<file path="src/rtl/tiro_uc_if.sv">
// Control/status bundle between the shot-sweep controller and its datapath.
// The master side drives the datapath flags and commands; the slave side is the controller.
interface tiro_uc_if;
    logic       iniciar;
    logic       disparar;
    logic       rco_contador;
    logic       loaded;
    logic [1:0] opcode;
    logic       x_borda_min;
    logic       x_borda_max;
    logic       y_borda_min;
    logic       y_borda_max;

    logic       conta_contador;
    logic       reset_cont;
    logic [1:0] select_mux_pos;
    logic       select_mux_coor;
    logic       select_soma_sub;
    logic       enable_mem_aste;
    logic       enable_mem_load;
    logic       new_load;
    logic       ocupado;
    logic       pronto;
    logic       recusado;
    logic [3:0] db_estado;

    modport master (
        output iniciar, disparar, rco_contador, loaded, opcode,
               x_borda_min, x_borda_max, y_borda_min, y_borda_max,
        input  conta_contador, reset_cont, select_mux_pos, select_mux_coor,
               select_soma_sub, enable_mem_aste, enable_mem_load, new_load,
               ocupado, pronto, recusado, db_estado
    );

    modport slave (
        input  iniciar, disparar, rco_contador, loaded, opcode,
               x_borda_min, x_borda_max, y_borda_min, y_borda_max,
        output conta_contador, reset_cont, select_mux_pos, select_mux_coor,
               select_soma_sub, enable_mem_aste, enable_mem_load, new_load,
               ocupado, pronto, recusado, db_estado
    );
endinterface

</file>
<file path="src/rtl/tiro_uc.sv">
// Shot-sweep controller: walks 16 shot slots, moving, discarding or creating shots.
// Moore FSM; state-only outputs are registered from the next state.
module tiro_uc (
    input  logic     clock,
    input  logic     reset,
    tiro_uc_if.slave bus
);
    typedef enum logic [3:0] {
        IDLE     = 4'd0,
        ZERA     = 4'd1,
        LE       = 4'd2,
        AVALIA   = 4'd3,
        MOVE     = 4'd4,
        DESCARTA = 4'd5,
        CRIA     = 4'd6,
        PROX     = 4'd7,
        FIM      = 4'd8
    } state_t;

    state_t r_state;
    state_t w_state_next;
    logic   r_pendente;
    logic   r_criado;
    logic   r_reset_cont;
    logic   r_enable_mem_aste;
    logic   r_enable_mem_load;
    logic   r_new_load;
    logic   r_ocupado;
    logic   r_pronto;
    logic   w_borda;
    logic   w_calc;

    always_comb begin
        w_borda = bus.x_borda_max;
        case (bus.opcode)
            2'b00:   w_borda = bus.y_borda_min;
            2'b01:   w_borda = bus.y_borda_max;
            2'b10:   w_borda = bus.x_borda_min;
            default: w_borda = bus.x_borda_max;
        endcase
    end

    // r_criado guarantees a single creation per sweep even if a new request lands on CRIA
    always_comb begin
        w_state_next = r_state;
        case (r_state)
            IDLE:     if (bus.iniciar) w_state_next = ZERA;
            ZERA:     w_state_next = LE;
            LE:       w_state_next = AVALIA;
            AVALIA: begin
                if (!bus.loaded)
                    w_state_next = (r_pendente && !r_criado) ? CRIA : PROX;
                else if (w_borda)
                    w_state_next = DESCARTA;
                else
                    w_state_next = MOVE;
            end
            MOVE, DESCARTA, CRIA: w_state_next = PROX;
            PROX:     w_state_next = bus.rco_contador ? FIM : LE;
            FIM:      w_state_next = IDLE;
            default:  w_state_next = IDLE;
        endcase
    end

    always_ff @(posedge clock) begin
        if (!reset) begin
            r_state           <= IDLE;
            r_pendente        <= 1'b0;
            r_criado          <= 1'b0;
            r_reset_cont      <= 1'b0;
            r_enable_mem_aste <= 1'b0;
            r_enable_mem_load <= 1'b0;
            r_new_load        <= 1'b0;
            r_ocupado         <= 1'b0;
            r_pronto          <= 1'b0;
        end else begin
            r_state           <= w_state_next;
            r_reset_cont      <= (w_state_next == ZERA);
            r_enable_mem_aste <= (w_state_next == MOVE) || (w_state_next == CRIA);
            r_enable_mem_load <= (w_state_next == DESCARTA) || (w_state_next == CRIA);
            r_new_load        <= (w_state_next == CRIA);
            r_ocupado         <= (w_state_next != IDLE);
            r_pronto          <= (w_state_next == FIM);

            if (bus.disparar)
                r_pendente <= 1'b1;
            else if ((r_state == CRIA) || (r_state == FIM))
                r_pendente <= 1'b0;

            if (r_state == ZERA)
                r_criado <= 1'b0;
            else if (r_state == CRIA)
                r_criado <= 1'b1;
        end
    end

    // Adder controls follow the slot's opcode, which is only valid once the read has settled
    assign w_calc              = (r_state == AVALIA) || (r_state == MOVE);
    assign bus.select_mux_coor = w_calc & ~bus.opcode[1];
    assign bus.select_soma_sub = w_calc & ~bus.opcode[0];
    assign bus.select_mux_pos  = (r_state == CRIA) ? 2'b11 :
                                 (r_state == MOVE) ? (bus.opcode[1] ? 2'b01 : 2'b10) : 2'b00;
    assign bus.conta_contador  = (r_state == PROX) & ~bus.rco_contador;
    assign bus.recusado        = (r_state == FIM) & r_pendente;
    assign bus.db_estado       = r_state;

    assign bus.reset_cont      = r_reset_cont;
    assign bus.enable_mem_aste = r_enable_mem_aste;
    assign bus.enable_mem_load = r_enable_mem_load;
    assign bus.new_load        = r_new_load;
    assign bus.ocupado         = r_ocupado;
    assign bus.pronto          = r_pronto;
endmodule

</file>
<file path="src/flat_wrapper.sv">
// flat-port wrapper written by rule: the top's interface ports become plain ports
module tiro_uc_flat 
  (clock, reset, bus_iniciar, bus_disparar, bus_rco_contador, bus_loaded, bus_opcode, bus_x_borda_min, bus_x_borda_max, bus_y_borda_min, bus_y_borda_max, bus_conta_contador, bus_reset_cont, bus_select_mux_pos, bus_select_mux_coor, bus_select_soma_sub, bus_enable_mem_aste, bus_enable_mem_load, bus_new_load, bus_ocupado, bus_pronto, bus_recusado, bus_db_estado);
  tiro_uc_if bus_i ();
  input  logic clock;
  input  logic reset;
  input wire logic [$bits(bus_i.iniciar)-1:0] bus_iniciar;
  input wire logic [$bits(bus_i.disparar)-1:0] bus_disparar;
  input wire logic [$bits(bus_i.rco_contador)-1:0] bus_rco_contador;
  input wire logic [$bits(bus_i.loaded)-1:0] bus_loaded;
  input wire logic [$bits(bus_i.opcode)-1:0] bus_opcode;
  input wire logic [$bits(bus_i.x_borda_min)-1:0] bus_x_borda_min;
  input wire logic [$bits(bus_i.x_borda_max)-1:0] bus_x_borda_max;
  input wire logic [$bits(bus_i.y_borda_min)-1:0] bus_y_borda_min;
  input wire logic [$bits(bus_i.y_borda_max)-1:0] bus_y_borda_max;
  output wire logic [$bits(bus_i.conta_contador)-1:0] bus_conta_contador;
  output wire logic [$bits(bus_i.reset_cont)-1:0] bus_reset_cont;
  output wire logic [$bits(bus_i.select_mux_pos)-1:0] bus_select_mux_pos;
  output wire logic [$bits(bus_i.select_mux_coor)-1:0] bus_select_mux_coor;
  output wire logic [$bits(bus_i.select_soma_sub)-1:0] bus_select_soma_sub;
  output wire logic [$bits(bus_i.enable_mem_aste)-1:0] bus_enable_mem_aste;
  output wire logic [$bits(bus_i.enable_mem_load)-1:0] bus_enable_mem_load;
  output wire logic [$bits(bus_i.new_load)-1:0] bus_new_load;
  output wire logic [$bits(bus_i.ocupado)-1:0] bus_ocupado;
  output wire logic [$bits(bus_i.pronto)-1:0] bus_pronto;
  output wire logic [$bits(bus_i.recusado)-1:0] bus_recusado;
  output wire logic [$bits(bus_i.db_estado)-1:0] bus_db_estado;
  assign bus_i.iniciar = bus_iniciar;
  assign bus_i.disparar = bus_disparar;
  assign bus_i.rco_contador = bus_rco_contador;
  assign bus_i.loaded = bus_loaded;
  assign bus_i.opcode = bus_opcode;
  assign bus_i.x_borda_min = bus_x_borda_min;
  assign bus_i.x_borda_max = bus_x_borda_max;
  assign bus_i.y_borda_min = bus_y_borda_min;
  assign bus_i.y_borda_max = bus_y_borda_max;
  assign bus_conta_contador = bus_i.conta_contador;
  assign bus_reset_cont = bus_i.reset_cont;
  assign bus_select_mux_pos = bus_i.select_mux_pos;
  assign bus_select_mux_coor = bus_i.select_mux_coor;
  assign bus_select_soma_sub = bus_i.select_soma_sub;
  assign bus_enable_mem_aste = bus_i.enable_mem_aste;
  assign bus_enable_mem_load = bus_i.enable_mem_load;
  assign bus_new_load = bus_i.new_load;
  assign bus_ocupado = bus_i.ocupado;
  assign bus_pronto = bus_i.pronto;
  assign bus_recusado = bus_i.recusado;
  assign bus_db_estado = bus_i.db_estado;
  tiro_uc u_core (.clock(clock), .reset(reset), .bus(bus_i));
endmodule
</file>
<file path="config.mk">
export PLATFORM = sky130hd
export DESIGN_NAME = tiro_uc_flat
export DESIGN_NICKNAME = d
export VERILOG_FILES = /design/src/rtl/tiro_uc_if.sv /design/src/rtl/tiro_uc.sv /design/src/flat_wrapper.sv
export SDC_FILE = /design/constraint.sdc
export NUM_CORES = 1
export LEC_CHECK = 0
export ABC_AREA = 1
export BUFFER_PORTS_ARGS = -buffer_cell sky130_fd_sc_hd__buf_2
export CORE_UTILIZATION = 40
export CTS_BUF_LIST = sky130_fd_sc_hd__clkbuf_8
export DETAILED_ROUTE_END_ITERATION = 7
export PLACE_DENSITY = 0.7
export SYNTH_ARGS = -nofsm -noshare
export SYNTH_HDL_FRONTEND = slang
export SYNTH_SLANG_ARGS = --single-unit
</file>
<file path="constraint.sdc">
create_clock -name clock -period 1.5 [get_ports clock]
set_clock_uncertainty 0.05 [all_clocks]
set_input_delay 0.3 -clock clock [delete_from_list [all_inputs] [get_ports clock]]
set_output_delay 0.3 -clock clock [all_outputs]
set_load 0.05 [all_outputs]
</file>
==> Yosys cells after proc, flatten, opt, wreduce, memory -nomap -nowiden <==
Cells that the tools add are included.
{ "classes": {"bitwise_logic": 8, "eq_ne": 15, "n_reduce_logical": 12, "mux": 12} }
{ "ops": {"columns": ["operator", "n"], "rows": [
  ["4-bit by 3-bit == test with 1-bit output (second input constant)", 7],
  ["4-bit one-hot mux with 6 select lines", 1],
  ["4-bit two-way mux", 3],
  ["4-bit by 1-bit == test with 1-bit output (second input constant)", 2],
  ["4-bit by 2-bit == test with 1-bit output (second input constant)", 2],
  ["4-bit == test (second input constant)", 2],
  ["2-bit two-way mux", 3],
  ["1-bit bitwise AND", 4],
  ["4-bit zero test", 1],
  ["1-bit logical OR", 4],
  ["1-bit two-way mux", 4],
  ["1-bit NOT", 4],
  ["4-bit nonzero test", 1],
  ["1-bit one-hot mux with 3 select lines", 1],
  ["3-bit OR reduction", 1],
  ["2-bit by 1-bit == test with 1-bit output (second input constant)", 1],
  ["2-bit == test (second input constant)", 1],
  ["2-bit zero test", 1],
  ["2-bit nonzero test", 1],
  ["2-bit OR reduction", 1],
  ["1-bit logical AND", 1],
  ["1-bit zero test", 1]
]} }
{ "word_totals": {"output_inout_bits": 16, "elab_cells": 56, "regBits": 12} }

==> Depth between registers and ports, before layout <==
Gate-level depths: netlist of the first run.
{ "depth": {"word_depth": 7, "depth_mapped": 9, "mapped_depth_nobuf": 9} }

==> Worst setup path after synthesis of the first run <==
Ideal clock, no wire load.
{ "synth_path": {"path_type": "register to output", "from": "reg u_core.r_state[2], in the netlist u_core.bus.db_estado[2]", "to": "out bus_select_mux_pos[0]", "path_stages_with_launch": 5, "n_path_buf": 0, "arrival_time_ns": 2.145, "setup_slack_ns": -0.995, "path_cell_list": "dfxtp_1 -> inv_2 -> nor2_4 -> nand2_1 -> o21ai_0"} }
{ "synth_via": {"elab_chain_cells": 3} }
{ "synth_rtl": {"columns": ["element", "line", "text"], "rows": [
  ["start, declared", "tiro_uc.sv:20", "state_t r_state;"],
  ["start signal, assigned", "tiro_uc.sv:77", "r_state <= w_state_next;"],
  ["4-bit by 3-bit == test with 1-bit output", "tiro_uc.sv:102", "(r_state == MOVE) ? (bus.opcode[1] ? 2'b01 : 2'b10) : 2'b00;"],
  ["2-bit two-way mux", "tiro_uc.sv:102", null],
  ["2-bit two-way mux *", "tiro_uc.sv:101", "assign bus.select_mux_pos = (r_state == CRIA) ? 2'b11 :"],
  ["end, declared", "flat_wrapper.sv:18", "output wire logic [$bits(bus_i.select_mux_pos)-1:0] bus_select_mux_pos;"]
]} }
Every way passes the cells marked *; elsewhere a longest branch is shown, timed or not.

==> Final worst setup path of the first run <==
{ "layout_path": {"from": "reg u_core.r_state[1], in the netlist u_core.bus.db_estado[1]", "to": "out bus_select_mux_coor"} }
{ "layout_via": {"elab_chain_cells": 3} }
{ "layout_rtl": {"columns": ["element", "line", "text"], "rows": [
  ["4-bit by 2-bit == test with 1-bit output or 4-bit by 3-bit == test with 1-bit output (tied branches)", "tiro_uc.sv:98", "assign w_calc = (r_state == AVALIA) || (r_state == MOVE);"],
  ["1-bit logical OR *", "tiro_uc.sv:98", null],
  ["1-bit bitwise AND *", "tiro_uc.sv:99", "assign bus.select_mux_coor = w_calc & ~bus.opcode[1];"],
  ["end, declared", "flat_wrapper.sv:19", "output wire logic [$bits(bus_i.select_mux_coor)-1:0] bus_select_mux_coor;"]
]} }
Marked as above.

==> results.sh, run 1 <==
export IMPL_hold_path_class="in -> reg"
export IMPL_num_vias=671
export IMPL_ys_top_cells_by_area="dfxtp_1 41%, nand2_1 8.2%, nand3_1 7.6%"
export IMPL_fin_util=0.747
export IMPL_combPwrFrac=0.433
export IMPL_cts_root_buf="clkbuf_8"
export IMPL_wl_per_cell_um=11.8
export IMPL_cap_violations=0
export IMPL_portBuffers=27
export IMPL_synthToLayoutAreaGrowth_pct=67.9
export IMPL_std_cell_rows=13
export IMPL_startpoint_type="register"
export IMPL_hold_viol_final=0
export IMPL_maxSlewViolCount=0
export IMPL_synth_fp_nets=96
export IMPL_syn_area_um2=593
export IMPL_leakage_nw=0.515
export IMPL_yosysMostFrequentCell="nand2_1"
export IMPL_tritoncts="built"
export IMPL_cp_arrival_ns=1.22
export IMPL_ios=28
export IMPL_final_nets=133
export IMPL_die_x_um=40.5
export IMPL_fmax_mhz=637
export IMPL_dieArea_um2=1640
export IMPL_vdd_drop_max_v=0.000897
export IMPL_yosysTopAreaCellShare=0.405
export IMPL_hpwl_mm=1.05
export IMPL_finalCritPeriodShare=1.05
export IMPL_dr_first_iter_drc_count=13
export IMPL_max_slew_margin=0.826
export IMPL_violations="negative setup slack"
export IMPL_nFillCells=98
export IMPL_finalPower_mw=1.36
export IMPL_synth_distinct_cells=16
export IMPL_grt_pass1_wl_mm=2.47
export IMPL_synth_common_cells="13 x nand2_1, 12 x dfxtp_1, 12 x inv_1"
export IMPL_switching_power_uw=573
export IMPL_endpoint_kind="output port"
export IMPL_first_pass_iters=4
export IMPL_drt_wl_total_mm=1.60
export IMPL_cp_max_fo=5
export IMPL_async_flop_share=0
export IMPL_ys_warn_count=0
export IMPL_antenna_left=0
export IMPL_clk_pin_slew_worst_paths_ns=0.06
export IMPL_drive_above_1_share=0.558
export IMPL_ys_ff_latch=12
export IMPL_min_period_ns=1.57
export IMPL_clock_power_share=0.264
export IMPL_seq_power_share=0.303
export IMPL_ys_seq_area_frac=0.405
export IMPL_start_util=0.445
export IMPL_clockBufferDepth=2
export IMPL_synthCells=84
export IMPL_p_per_area_nw_per_um2=1360
export IMPL_grt_remaining_overflow=0
export IMPL_synthFlopType="dfxtp_1"
export IMPL_worstSetupPathType="reg -> out"
export IMPL_grt_pass1_vias=556
export IMPL_rsz0062_at_grt="true"
export IMPL_setup_ws_ns=-0.0692
export IMPL_drc=0
export IMPL_synth_top_area_cell="dfxtp_1"
export IMPL_gp_congestion=0.758
export IMPL_worstMarginPinSlew_ns=0.264
export IMPL_die_h_um=40.5
export IMPL_swShare=0.422
export IMPL_cts_made_buffers=3
export IMPL_clk_latency_ns=0.24
export IMPL_htree_levels=1
export IMPL_grt_max_degree=8
export IMPL_p_int_uw=786
export IMPL_grtUsageTotal=0.229
export IMPL_dp_cells=127
export IMPL_n_antenna_cell=0
export IMPL_syn_avg_cell_area_um2=7.06
export IMPL_fin_cells=135
export IMPL_status="complete, but fails checks"
export IMPL_antenna_found_initial=0
export IMPL_setup_viol=5
export IMPL_hold_buffers=0
export IMPL_whs_ns=0.239
export IMPL_vias_per_cell=4.97
export IMPL_coreArea_um2=1330
export IMPL_clock_sinks=12
export IMPL_dp_slack_ns=0.0614
export IMPL_synth_edf_count=0
export IMPL_critPathRequiredTime_ns=1.15
==> kinds of logic (layout without fill, tap and decap cells) <==
kind of cell | count (synthesis) | count (layout) | synth area share
buffers and inverters | 15 | 51 | 0.0970
AOI/OAI and AO/OA | 7 | 7 | 0.0612
DFF | 12 | 12 | 0.405
and+or+nand+nor | 50 | 50 | 0.437
==> what timing repair did <==
item / 4_1_cts / 5_1_grt
setup endpoints to repair: 6 / 6
resized for setup: 19 / 5
pin swaps: 4 / 2
buffers inserted: 4 / 0
==> critical path, cell delays in order, from the launching register on <==
cell     delay (ns)
dfxtp_4        0.38
nand2_2        0.09
inv_4          0.09
nand2_4        0.08
a21oi_4        0.15
buf_6          0.17
==> registers in the layout (all words and copies together), names as in the netlist <==
name and cells:
u_core.bus.new_load 1, u_core.r_pendente 1, u_core.bus.enable_mem_load 1, u_core.bus.enable_mem_aste 1, u_core.bus.reset_cont 1, u_core.r_criado 1, u_core.bus.ocupado 1, u_core.bus.db_estado 4
u_core.bus.pronto 1
==> cell usage in the layout, fill, tap and decap left out, drive strengths merged <==
cell type | netlist | layout
clkinv | 1 | 1
a21oi | 4 | 4
buf | 0 | 32
a31oi | 1 | 1
o21ai | 2 | 2
nand4 | 2 | 2
inv | 14 | 14
nand3 | 9 | 9
nor3 | 6 | 6
nor2 | 12 | 12
dfxtp | 12 | 12
clkbuf | 0 | 4
nand2 | 21 | 21
==> power groups by stage <==
stage | Combinational (mW) | Sequential [mW] | Clock (mW)
2_1_floorplan | 0.266 | 0.549 | 0
3_3_place_gp | 0.506 | 0.412 | 0
3_5_place_dp | 0.511 | 0.413 | 0
4_1_cts | 0.577 | 0.408 | 0.358
5_1_grt | 0.634 | 0.419 | 0.373
6_report | 0.588 | 0.412 | 0.359
==> final timing paths <==
kind | slack [ns] | start | cells after the start | end
max reg2reg | 0.06 | u_core.bus.db_estado[3] | 9 | u_core.bus.ocupado
min | 0.24 | bus_disparar | 3 | u_core.r_pendente
min reg2reg | 0.44 | u_core.r_pendente | 2 | u_core.r_pendente
max | -0.07 | u_core.bus.db_estado[1] | 5 | bus_select_mux_coor
==> per-layer routing <==
layer  track usage  share of wire  vias up
met1         0.309           0.46      309
met2         0.369           0.49       15
met4        0.0500          0.015        0
met3        0.0500          0.035        4
met5             0              0        -
li1              -              -      343
==> metrics by stage <==
stage | TNS [ns] | cell area (um^2)
6_report | -0.293 | 996
5_1_grt | -0.608 | 996
4_1_cts | -0.381 | 975
3_5_place_dp | 0 | 827
3_3_place_gp | 0 | 827
2_1_floorplan | 0 | 666
==> layout make-up <==
class,instances,area (um^2),share of cell area
multi-input combinational,57,385,0.387
sequential,12,253,0.254
timing repair buffer,32,221,0.222
inverter,15,62.6,0.0628
clock buffer,4,55.1,0.0553
tap,15,18.8,0.0188
No activity file was read; power rests on OpenSTA's default activity.
==> run 2, diff against run 1 <==
- ABC_AREA: 1 -> unset
- RECOVER_POWER: unset -> 50
==> run 2 against run 1 <==
The run still ends with negative setup slack left. Worst setup slack got worse by 0.19 ns. Sequential share of layout area down 1.7 points. Total power shrank 19%. Cell area is 6.8% higher. Global-route usage increased by 1.7 points. Sequential cell count stayed put. First-iteration DRC count fell by 15%. Critical path depth decreased by 1. Critical path type unchanged. Routed wire length grew 8.0%. Synthesized area increased by 4.2%. Clock-buffer cell count did not move.
==> results.sh, run 2 <==
export IMPL_startpoint_type="register"
export IMPL_dp_cells=116
export IMPL_p_int_uw=727
export IMPL_synth_distinct_cells=29
export IMPL_drc=0
export IMPL_clock_power_share=0.323
export IMPL_seq_power_share=0.323
export IMPL_hold_path_class="in -> reg"
export IMPL_rsz0062_at_grt="true"
export IMPL_clk_latency_ns=0.24
export IMPL_finalPower_mw=1.10
export IMPL_synth_common_cells="12 x dfxtp_1, 8 x nor3_1, 5 x a21oi_1, 5 x nand2_1, 5 x nor2_1"
export IMPL_start_util=0.452
export IMPL_antenna_left=0
export IMPL_clock_sinks=12
export IMPL_coreArea_um2=1370
export IMPL_htree_levels=1
export IMPL_switching_power_uw=371
export IMPL_first_pass_iters=4
export IMPL_ys_top_cells_by_area="dfxtp_1 39%, nor3_1 6.5%, mux4_1 4.3%"
export IMPL_synth_top_area_cell="dfxtp_1"
export IMPL_drt_wl_total_mm=1.73
export IMPL_synthFlopType="dfxtp_1"
export IMPL_synthCells=68
export IMPL_final_common_cell="buf_2"
export IMPL_async_flop_share=0
export IMPL_worstMarginPinSlew_ns=0.591
export IMPL_yosysMostFrequentCell="dfxtp_1"
export IMPL_vias_per_cell=5.34
export IMPL_status="complete, but fails checks"
export IMPL_portBuffers=27
export IMPL_swShare=0.338
export IMPL_leakage_nw=0.490
export IMPL_max_slew_margin=0.608
export IMPL_cts_root_buf="clkbuf_8"
export IMPL_cp_arrival_ns=1.41
export IMPL_tritoncts="built"
export IMPL_synth_fp_nets=80
export IMPL_violations="negative setup slack"
export IMPL_final_cell_mix="14 x buf_2, 9 x dfxtp_1, 8 x buf_6, 8 x buf_4"
export IMPL_cts_made_buffers=3
export IMPL_p_per_area_nw_per_um2=1030
export IMPL_grt_max_degree=12
export IMPL_synth_edf_count=0
export IMPL_cp_max_fo=2
export IMPL_hold_buffers=0
export IMPL_dr_first_iter_drc_count=11
export IMPL_yosysTopAreaCellShare=0.389
export IMPL_fmax_mhz=569
export IMPL_dieArea_um2=1710
export IMPL_grtUsageTotal=0.246
export IMPL_finalCritPeriodShare=1.17
export IMPL_setup_viol=6
export IMPL_maxSlewViolCount=0
export IMPL_worstSetupPathType="reg -> out"
export IMPL_grt_pass1_wl_mm=2.59
export IMPL_wl_per_cell_um=13.8
export IMPL_hpwl_mm=1.17
export IMPL_antenna_found_initial=0
export IMPL_fin_util=0.778
export IMPL_cap_violations=0
export IMPL_final_nets=123
export IMPL_ys_seq_area_frac=0.389
export IMPL_vdd_drop_max_v=0.000682
export IMPL_fin_cells=125
export IMPL_die_x_um=41.3
export IMPL_combPwrFrac=0.354
export IMPL_hold_viol_final=0
export IMPL_setup_ws_ns=-0.258
export IMPL_n_antenna_cell=0
export IMPL_ys_warn_count=0
export IMPL_endpoint_kind="output port"
export IMPL_gp_congestion=0.765
export IMPL_largest_register_ffs=4
export IMPL_min_period_ns=1.76
export IMPL_clk_pin_slew_worst_paths_ns=0.05
export IMPL_ys_ff_latch=12
export IMPL_die_h_um=41.3
export IMPL_syn_avg_cell_area_um2=9.09
export IMPL_syn_area_um2=618
export IMPL_num_vias=667
export IMPL_dp_slack_ns=-0.127
export IMPL_grt_pass1_vias=601
export IMPL_ios=28
export IMPL_std_cell_rows=13
export IMPL_synthToLayoutAreaGrowth_pct=72.1
export IMPL_critPathRequiredTime_ns=1.15
export IMPL_clockBufferDepth=2
export IMPL_grt_remaining_overflow=0
export IMPL_drive_above_1_share=0.491
-- run 2: cell types whose count changed in the layout (fill, tap and decap cells not counted), sizes merged, moves of 2 or more --
cell | previous run | this run
nor3b | 0 | 2
nand2 | 21 | 5
nor3 | 6 | 8
mux2i | 0 | 2
nand4 | 2 | 0
nand3 | 9 | 0
nor2 | 12 | 5
clkbuf | 4 | 12
inv | 14 | 1
nor2b | 0 | 2
o21bai | 0 | 2
nand2b | 0 | 4
-- run 2: logic make-up (layout without fill, tap and decap cells) --
kind of cell           after synthesis  in the layout  synth area share
AND/OR/NAND/NOR                     31             31             0.292
AO/OA/AOI/OAI                       17             17             0.190
flip-flops                          12             12             0.389
multiplexers                         4              4            0.0992
buffers and inverters                4             46            0.0304
-- run 2: what timing repair did --
| item | CTS | global route |
|---|---|---|
| setup buffers | 4 | 3 |
| pin swaps | 4 | 3 |
| resized for setup | 23 | 4 |
| endpoints found under the setup margin | 6 | 7 |
-- run 2: through the flow --
stage                     setup TNS [ns]  instance area [um^2]  hold WS, ns
after floorplan                    -1.34                   694        0.329
after global placement            -0.241                   886        0.437
after detailed placement          -0.313                   886        0.447
after CTS                         -0.828                  1050        0.249
after global routing               -1.26                  1060        0.270
final                             -0.933                  1060        0.248
-- run 2: worst paths after layout --
path | from | slack (ns) | cells past startpoint | endpoint
hold reg to reg | u_core.r_criado | 0.46 | 2 | u_core.r_criado
setup reg to reg | u_core.bus.db_estado[0] | 0.12 | 5 | u_core.bus.db_estado[0]
hold / removal | bus_disparar | 0.25 | 2 | u_core.r_pendente
setup / recovery | u_core.bus.db_estado[0] | -0.26 | 4 | bus_select_soma_sub
-- run 2: critical path, stage by stage, from the launching register on --
cell,delay (ns)
dfxtp_4,0.33
or3b_1,0.36
a21o_1,0.22
nor2_4,0.10
buf_6,0.16
-- run 2: area by class of cell --
| class | count | area (um^2) |
|---|---|---|
| tap | 15 | 18.8 |
| fill | 97 | 303 |
| clock buffer | 4 | 55.1 |
| sequential | 12 | 251 |
| timing repair buffer | 41 | 303 |
| inverter | 1 | 3.75 |
| multi-input combinational | 52 | 432 |
-- run 2: power by group through the flow --
stage | registers [mW] | clock network [mW] | logic (mW)
2_1_floorplan | 0.439 | 0 | 0.164
4_1_cts | 0.354 | 0.358 | 0.373
3_3_place_gp | 0.359 | 0 | 0.327
3_5_place_dp | 0.360 | 0 | 0.330
5_1_grt | 0.359 | 0.377 | 0.414
6_report | 0.355 | 0.355 | 0.388
-- run 2: layer usage --
metal / GRT usage / up-vias / share of wire
li1: - / 339 / -
met1: 0.298 / 304 / 0.43
met2: 0.391 / 20 / 0.50
met3: 0.0266 / 4 / 0.034
met4: 0.202 / 0 / 0.030
met5: 0 / - / 0
==> run 3, diff against run 2 <==
- ABC_AREA: unset -> 1
==> run 3 against run 2 <==
The flow still finishes with violations (negative setup slack). Via count is 1.3% higher. Critical endpoint is now bus_select_mux_coor. Cell area down 6.9%. Largest power group unchanged. Critical path depth is 1 higher. Fmax is 12% higher. Highest routed layer unchanged. Sequential share of layout area rose by 1.9 points. Global-route usage decreased by 1.7 points. Sequential power grew 16%. Sequential cell count unchanged. Total power increased by 24%. Register-to-register slack got worse by 0.06 ns.
==> results.sh, run 3 (synthesis results as in run 1) <==
export IMPL_hpwl_mm=1.05
export IMPL_grt_pass1_vias=556
export IMPL_setup_ws_ns=-0.0701
export IMPL_p_per_area_nw_per_um2=1370
export IMPL_first_pass_iters=4
export IMPL_largest_register_ffs=4
export IMPL_vdd_drop_max_v=0.000888
export IMPL_max_slew_margin=0.606
export IMPL_dr_first_iter_drc_count=13
export IMPL_placed_area_um2=827
export IMPL_htree_levels=1
export IMPL_antenna_left=0
export IMPL_clock_sinks=12
export IMPL_worst_path_buf_inv=2
export IMPL_antenna_found_initial=0
export IMPL_start_util=0.445
export IMPL_clockBufferDepth=2
export IMPL_tritoncts="built"
export IMPL_dieArea_um2=1640
export IMPL_final_nets=133
export IMPL_ios=28
export IMPL_min_period_ns=1.57
export IMPL_cap_violations=0
export IMPL_endpoint_kind="output port"
export IMPL_gp_congestion=0.758
export IMPL_hold_path_class="in -> reg"
export IMPL_rrSetupSlack_ns=0.06
export IMPL_whs_ns=0.239
export IMPL_use_met1=0.309
export IMPL_dp_cells=127
export IMPL_die_x_um=40.5
export IMPL_clk_pin_slew_worst_paths_ns=0.06
export IMPL_startpoint_type="register"
export IMPL_vias_per_cell=5.01
export IMPL_dp_slack_ns=0.0614
export IMPL_critPathRequiredTime_ns=1.15
export IMPL_worstSetupPathType="reg -> out"
export IMPL_critical_path_cell_chain="nand2_2, inv_4, nand2_4, a21oi_4, buf_6"
export IMPL_grt_pass1_wl_mm=2.47
export IMPL_final_cell_mix="16 x buf_2, 12 x nand2_1, 11 x inv_1, 8 x dfxtp_1, 7 x nand2_2"
export IMPL_maxSlewViolCount=0
export IMPL_use_met3=0.0500
export IMPL_clk_latency_ns=0.24
export IMPL_setup_viol=5
export IMPL_std_cell_rows=13
export IMPL_cp_arrival_ns=1.22
export IMPL_drive_above_1_share=0.517
export IMPL_final_common_cell="buf_2"
export IMPL_cp_max_fo=5
export IMPL_violations="negative setup slack"
export IMPL_worst_path_max_delay_cell="dfxtp_4"
export IMPL_n_antenna_cell=0
export IMPL_crit_family="flip-flops"
export IMPL_grtUsageTotal=0.229
export IMPL_hold_viol_final=0
export IMPL_final_area_um2=990
export IMPL_cts_made_buffers=3
export IMPL_die_h_um=40.5
export IMPL_nFillCells=100
export IMPL_hold_depth=3
export IMPL_path_depth=5
export IMPL_use_met2=0.369
export IMPL_status="complete, but fails checks"
export IMPL_hold_buffers=0
export IMPL_fmax_mhz=637
export IMPL_drt_wl_total_mm=1.61
export IMPL_fin_cells=135
export IMPL_grt_remaining_overflow=0
export IMPL_worstMarginPinSlew_ns=0.593
export IMPL_wl_per_cell_um=11.9
export IMPL_cts_root_buf="clkbuf_8"
export IMPL_slowest_delay_ns=0.38
export IMPL_num_vias=676
export IMPL_leakage_nw=0.494
export IMPL_busiest_layer="met2"
export IMPL_reg2regPathDepth=9
export IMPL_finalCritPeriodShare=1.05
export IMPL_portBuffers=27
export IMPL_grt_max_degree=8
export IMPL_drc=0
export IMPL_synthToLayoutAreaGrowth_pct=66.9
export IMPL_coreArea_um2=1330
export IMPL_rsz0062_at_grt="true"
run 3: cell types whose count changed in the layout (fill, tap and decap cells not counted), sizes merged, moves of 4 or more:
cell / previous run / this run
nor2: 5 / 12
inv: 1 / 14
nand2: 5 / 21
nand2b: 4 / 0
nand3: 0 / 9
buf: 33 / 27
run 3: stage by stage:
stage / TNS (ns) / util / total power, mW
floorplan: 0 / - / 0.815
global placement: 0 / 0.620 / 0.918
detailed placement: 0 / 0.620 / 0.924
CTS: -0.381 / 0.731 / 1.34
global route: -0.608 / 0.742 / 1.42
finish: -0.297 / 0.742 / 1.36
run 3: what timing repair did:
item,in CTS,in global routing
endpoints found under the hold margin,0,0
pin swaps,4,2
buffers inserted,4,0
endpoints found under the setup margin,6,6
resized for setup,19,5
run 3: cell type report:
type                    instances  area [um^2]  share of cell area
multi-input cells              57          385               0.389
inverters                      15         62.6              0.0632
flip-flops and latches         12          253               0.255
repair buffers                 32          215               0.217
clock buffers                   4         55.1              0.0556
well taps                      15         18.8              0.0190
run 3: where the power goes:
part           internal [mW]  total (mW)  leakage [nW]  switching (mW)
registers              0.370       0.413         0.101          0.0424
clock network          0.232       0.360        0.0288           0.128
logic                  0.179       0.584         0.365           0.405
total                  0.782        1.36         0.494           0.575
run 3: final timing paths:
check	endpoint	from
hold / removal	u_core.r_pendente	bus_disparar
setup / recovery	bus_select_mux_coor	u_core.bus.db_estado[1]
setup reg to reg	u_core.bus.ocupado	u_core.bus.db_estado[3]
hold reg to reg	u_core.r_pendente	u_core.r_pendente
run 3: metal layers:
layer | vias up | part of all wire
met5 | - | 0
met4 | 0 | 0.0056
met3 | 2 | 0.031
met2 | 12 | 0.50
met1 | 319 | 0.46
li1 | 343 | -
run 3: tightest hold or removal path, cell delays in order:
cell,delay [ns]
buf_2,0.10
inv_1,0.04
a21oi_1,0.05
